<file path="src/rtl/mult_sequencer.sv">
// mult_sequencer: drives a shift-add multiplier through load, WIDTH MULTU steps and capture into hi/lo.
// Optional MULT_EARLY_EXIT_EN stops stepping once the remaining multiplier bits are all zero.
module mult_sequencer #(
    parameter int          WIDTH    = 32,
    parameter logic [5:0]  OP_MULTU = 6'b011001,
    parameter logic [5:0]  OP_NOP   = 6'b000000
) (
    input  logic                 clk,
    input  logic                 reset,
    input  logic                 start,
    input  logic [WIDTH-1:0]     op_a,
    input  logic [WIDTH-1:0]     op_b,
    output logic                 busy,
    output logic                 done,
    output logic [WIDTH-1:0]     hi,
    output logic [WIDTH-1:0]     lo,
    output logic                 mul_reset,
    output logic [5:0]           mul_signal,
    output logic [WIDTH-1:0]     mul_data_a,
    output logic [WIDTH-1:0]     mul_data_b,
    input  logic [2*WIDTH-1:0]   mul_product
);
    localparam int CW = $clog2(WIDTH);
    typedef enum logic [1:0] {IDLE, LOAD, RUN, CAPT} state_t;
    state_t state, state_d;
    logic [CW-1:0] counter;
    logic [WIDTH-1:0] a_q, b_q;
    logic last_step;
`ifdef MULT_EARLY_EXIT_EN
    logic [WIDTH-1:0] shadow;
    assign last_step = (shadow >> 1) == '0 || counter == CW'(WIDTH - 1);
    always_ff @(posedge clk) begin
        if (!reset)
            shadow <= '0;
        else if (state == LOAD)
            shadow <= b_q;
        else if (state == RUN)
            shadow <= shadow >> 1;
    end
`else
    assign last_step = counter == CW'(WIDTH - 1);
`endif
    assign busy       = state != IDLE;
    assign mul_data_a = a_q;
    assign mul_data_b = b_q;
    always_comb begin
        state_d    = state;
        mul_reset  = !reset;
        mul_signal = OP_NOP;
        unique case (state)
            IDLE: state_d = start ? LOAD : IDLE;
            LOAD: begin
                mul_reset = 1'b1;
`ifdef MULT_EARLY_EXIT_EN
                state_d = b_q == '0 ? CAPT : RUN;
`else
                state_d = RUN;
`endif
            end
            RUN: begin
                mul_signal = OP_MULTU;
                state_d    = last_step ? CAPT : RUN;
            end
            CAPT: state_d = IDLE;
            default: state_d = IDLE;
        endcase
    end
    always_ff @(posedge clk) begin
        if (!reset) begin
            state   <= IDLE;
            counter <= '0;
            a_q     <= '0;
            b_q     <= '0;
            hi      <= '0;
            lo      <= '0;
            done    <= 1'b0;
        end else begin
            state   <= state_d;
            done    <= state == CAPT;
            counter <= state == RUN ? counter + 1'b1 : '0;
            if (state == IDLE && start) begin
                a_q <= op_a;
                b_q <= op_b;
            end
            if (state == CAPT) begin
                hi <= mul_product[2*WIDTH-1:WIDTH];
                lo <= mul_product[WIDTH-1:0];
            end
        end
    end
endmodule

</file>
<file path="config.mk">
export PLATFORM = sky130hd
export DESIGN_NAME = mult_sequencer
export DESIGN_NICKNAME = d
export VERILOG_FILES = /design/src/rtl/mult_sequencer.sv
export SDC_FILE = /design/constraint.sdc
export NUM_CORES = 1
export LEC_CHECK = 0
export ABC_AREA = 0
export CORE_MARGIN = 3
export CORE_UTILIZATION = 43
export DETAILED_ROUTE_END_ITERATION = 12
export PLACE_DENSITY = 0.91
export SLEW_MARGIN = 15
export SYNTH_ARGS = -nofsm -noshare
export SYNTH_HDL_FRONTEND = slang
export SYNTH_SLANG_ARGS = --single-unit
</file>
<file path="constraint.sdc">
create_clock -name clk -period 2.6 [get_ports clk]
set_input_delay 0.52 -clock clk [delete_from_list [all_inputs] [get_ports clk]]
set_output_delay 0.52 -clock clk [all_outputs]
set_load 0.005 [all_outputs]
</file>
==> impl_metrics.ini <==
[status]
status = completed

[sta]
max_freq_ghz = 0.420
period_share_pct = 91.5
finalCriticalPeriod_ps = 2380
relSlewSlack_pct = 31.5
setup_tns_ps = 0
slew_violations = 0
rsz0062_at_grt = no
worst_slew_pin_slew_ps = 1030
post-route-worst-setup-slack_ps = 221
final-setup-viol-count = 0
finalHoldViolations = 0
worst_clock_skew_ps = 9.27

[min_path]
hold_start = counter[0]
hp-class = reg2reg
min_to = counter[0]
whs_path_depth = 1

[logic_synthesis]
synth_top_family_by_area = compound AO/OA/AOI/OAI gates
yosys.area_share.xor_xnor_pct = 0.154
yosysSeqAreaShare_pct = 48.0
ys_ff_latch = 136
synth_area_mm2 = 0.00567
yosys_warnings = 0
synth_cell_types = 24
synth_mux_area_share_pct = 11.5
synth_compound_area_share_pct = 17.1
synthCells = 539
synth_simple_gate_area_share_pct = 15.5
synth_top_area_cell = dfxtp_1
yosysTopAreaCellShare_pct = 48.0
avgSynthCellArea_um2 = 10.5
synth_fa_ha_area_share_pct = 1.54
yosys-top-cells-area = dfxtp_1, mux2i_1, o21a_1

[cts]
cts_buffer_depth = 2
post-cts-setup-buffer-count = 0
clk_pin_slew_ps = 60
ctsHtreeMaxLevel = 4
clock_latency_ps = 410
cts-root-buf = clkbuf_16
cts_tree = built
cts.sink_count = 136
cts_hold_buf = 0
cts_made_buffers = 17
cts_resized = 0

[routing]
drc = 0
via_per_inst = 4.93
wirelength_um = 16000
wl_met3_um = 914
ant_nets = 0
met1_length_um = 6140
firstDrtPassIters = 4
routed.top_layer = met4
avgRoutedWirePerCell_um = 16.7
met2_length_um = 8350
via_count = 4724
drt_iter0_drc = 238

[layout]
syn2layout_area_growth_pct = 56.2
antennaDiodeCount = 0
finish.instance_area_mm2 = 0.00886
layout_common_cells = clkdlybuf4s50_1, dfxtp_1, and3_1
layout-drive-gt1-share_pct = 4.96
stdcell_count = 958
layout.cells.most_common = clkdlybuf4s50_1
nets = 911

[flow_run]
drv_cap = 0

[power]
p_total_mw = 5.35
powerDensity_mw_per_mm2 = 604
power.net_switching_mw = 1.25
power.clock.fraction_pct = 44.0
combPwrFrac_pct = 14.5
leakage_nw = 3.31
intPower_mw = 4.11
switching_share_pct = 23.3
p_seq_share_pct = 41.5
vdd.ir_drop.worst_v = 0.000436

[floorplanning]
io_pins = 268
initial_core_util_pct = 44.4
die_area_mm2 = 0.0146
rows = 41
die-width_um = 121
core_region_area_mm2 = 0.0128
die_h_um = 121

[worst_setup_path]
crit_type = reg2out
reg2regPathDepth = 5
r2r_slack_ps = 450
path_max_fanout = 9
end_kind = output pin
r2r-start = state[0]
cp.required_ps = 2080
start_kind = flop
r2r_end = mul_data_b[29]
critPathArrivalTime_ps = 1860

[global_routing]
grt_first_pass_wirelength_um = 24500
antenna_found_initial = 0
gr-total-overflow = 0
grt_start_max_net_pins = 137
grt_pass1_vias = 4761
grt_usage_pct = 21.2

[placement]
gp_congestion = 0.718
io_buffer_count = 264
pre_cts_ws_ps = 528
dpl.cell_count = 926
hpwl_um = 11100
placed_area_mm2 = 0.00827
==> sequential cells by signal, summed over array words and instances, names as in the netlist <==
register	cells
mul_data_a	32
done	1
state	2
counter	5
mul_data_b	32
hi	32
lo	32
==> worst max path at each step <==
stage | from | end | slack, ps | cells past startpoint
after floorplan | state[0] | busy | 1120 | 5
after global placement | reset | counter[3] | 730 | 4
after detailed placement | state[0] | mul_data_a[1] | 530 | 5
after CTS | state[0] | mul_signal[3] | 180 | 3
after global routing | state[0] | mul_signal[4] | 90 | 3
final | state[0] | mul_signal[3] | 220 | 3
==> through the flow <==
| stage | hold slack [ps] | utilization [%] |
|---|---|---|
| after detailed placement | 497 | 64.7 |
| after floorplan | 418 | - |
| after global routing | 513 | 69.4 |
| after global placement | 424 | 64.7 |
| after CTS | 505 | 69.3 |
| final | 499 | 69.4 |
==> cells in the mapped netlist, drive strengths merged <==
cell type    count
mux2i           65
and3            67
xnor2            1
conb             1
dlygate4sd1      2
nand2            2
buf             44
ha               7
clkbuf           9
o21a            64
nand3            2
nor2             2
nor2b           64
inv              3
a21boi          65
dfxtp          136
nand3b           2
nand2b           1
and2             2
==> layout make-up <==
type                    count  area, um2
repair buffers            268       2690
clock buffers              19        443
well taps                 172        215
multi-input cells         347       2630
fillers                   899       3910
flip-flops and latches    136       2720
inverters                   3       11.3
clock inverters            13        145
==> critical path, stage by stage (launching register included) <==
cell and delay [ps]:
dfxtp_1 360, inv_1 170, ha_1 340, clkdlybuf4s50_1 570
==> metal layers <==
metal	global-route usage, %	vias up
met5	0	-
met4	10.5	0
met3	6.27	40
met2	37.4	157
met1	23.0	2205
li1	-	2322
==> cells by family (layout without fill, tap and decap cells) <==
family | Yosys count | after routing
adder cells (fa/ha/maj) | 7 | 7
multiplexers | 65 | 65
AND/OR/NAND/NOR | 142 | 142
other | 1 | 3
AO/OA/AOI/OAI | 129 | 129
XOR/XNOR | 1 | 1
buffers and inverters | 58 | 303
flip-flops | 136 | 136
==> power by group through the flow <==
stage                     combinational (mW)  sequential [mW]  clock [mW]
after CTS                              0.781             2.22        2.41
after floorplan                        0.353             2.27           0
after global routing                   0.836             2.23        2.50
final                                  0.775             2.22        2.35
after detailed placement               0.774             2.27           0
after global placement                 0.747             2.26           0
(Power assumes the default switching activity.)
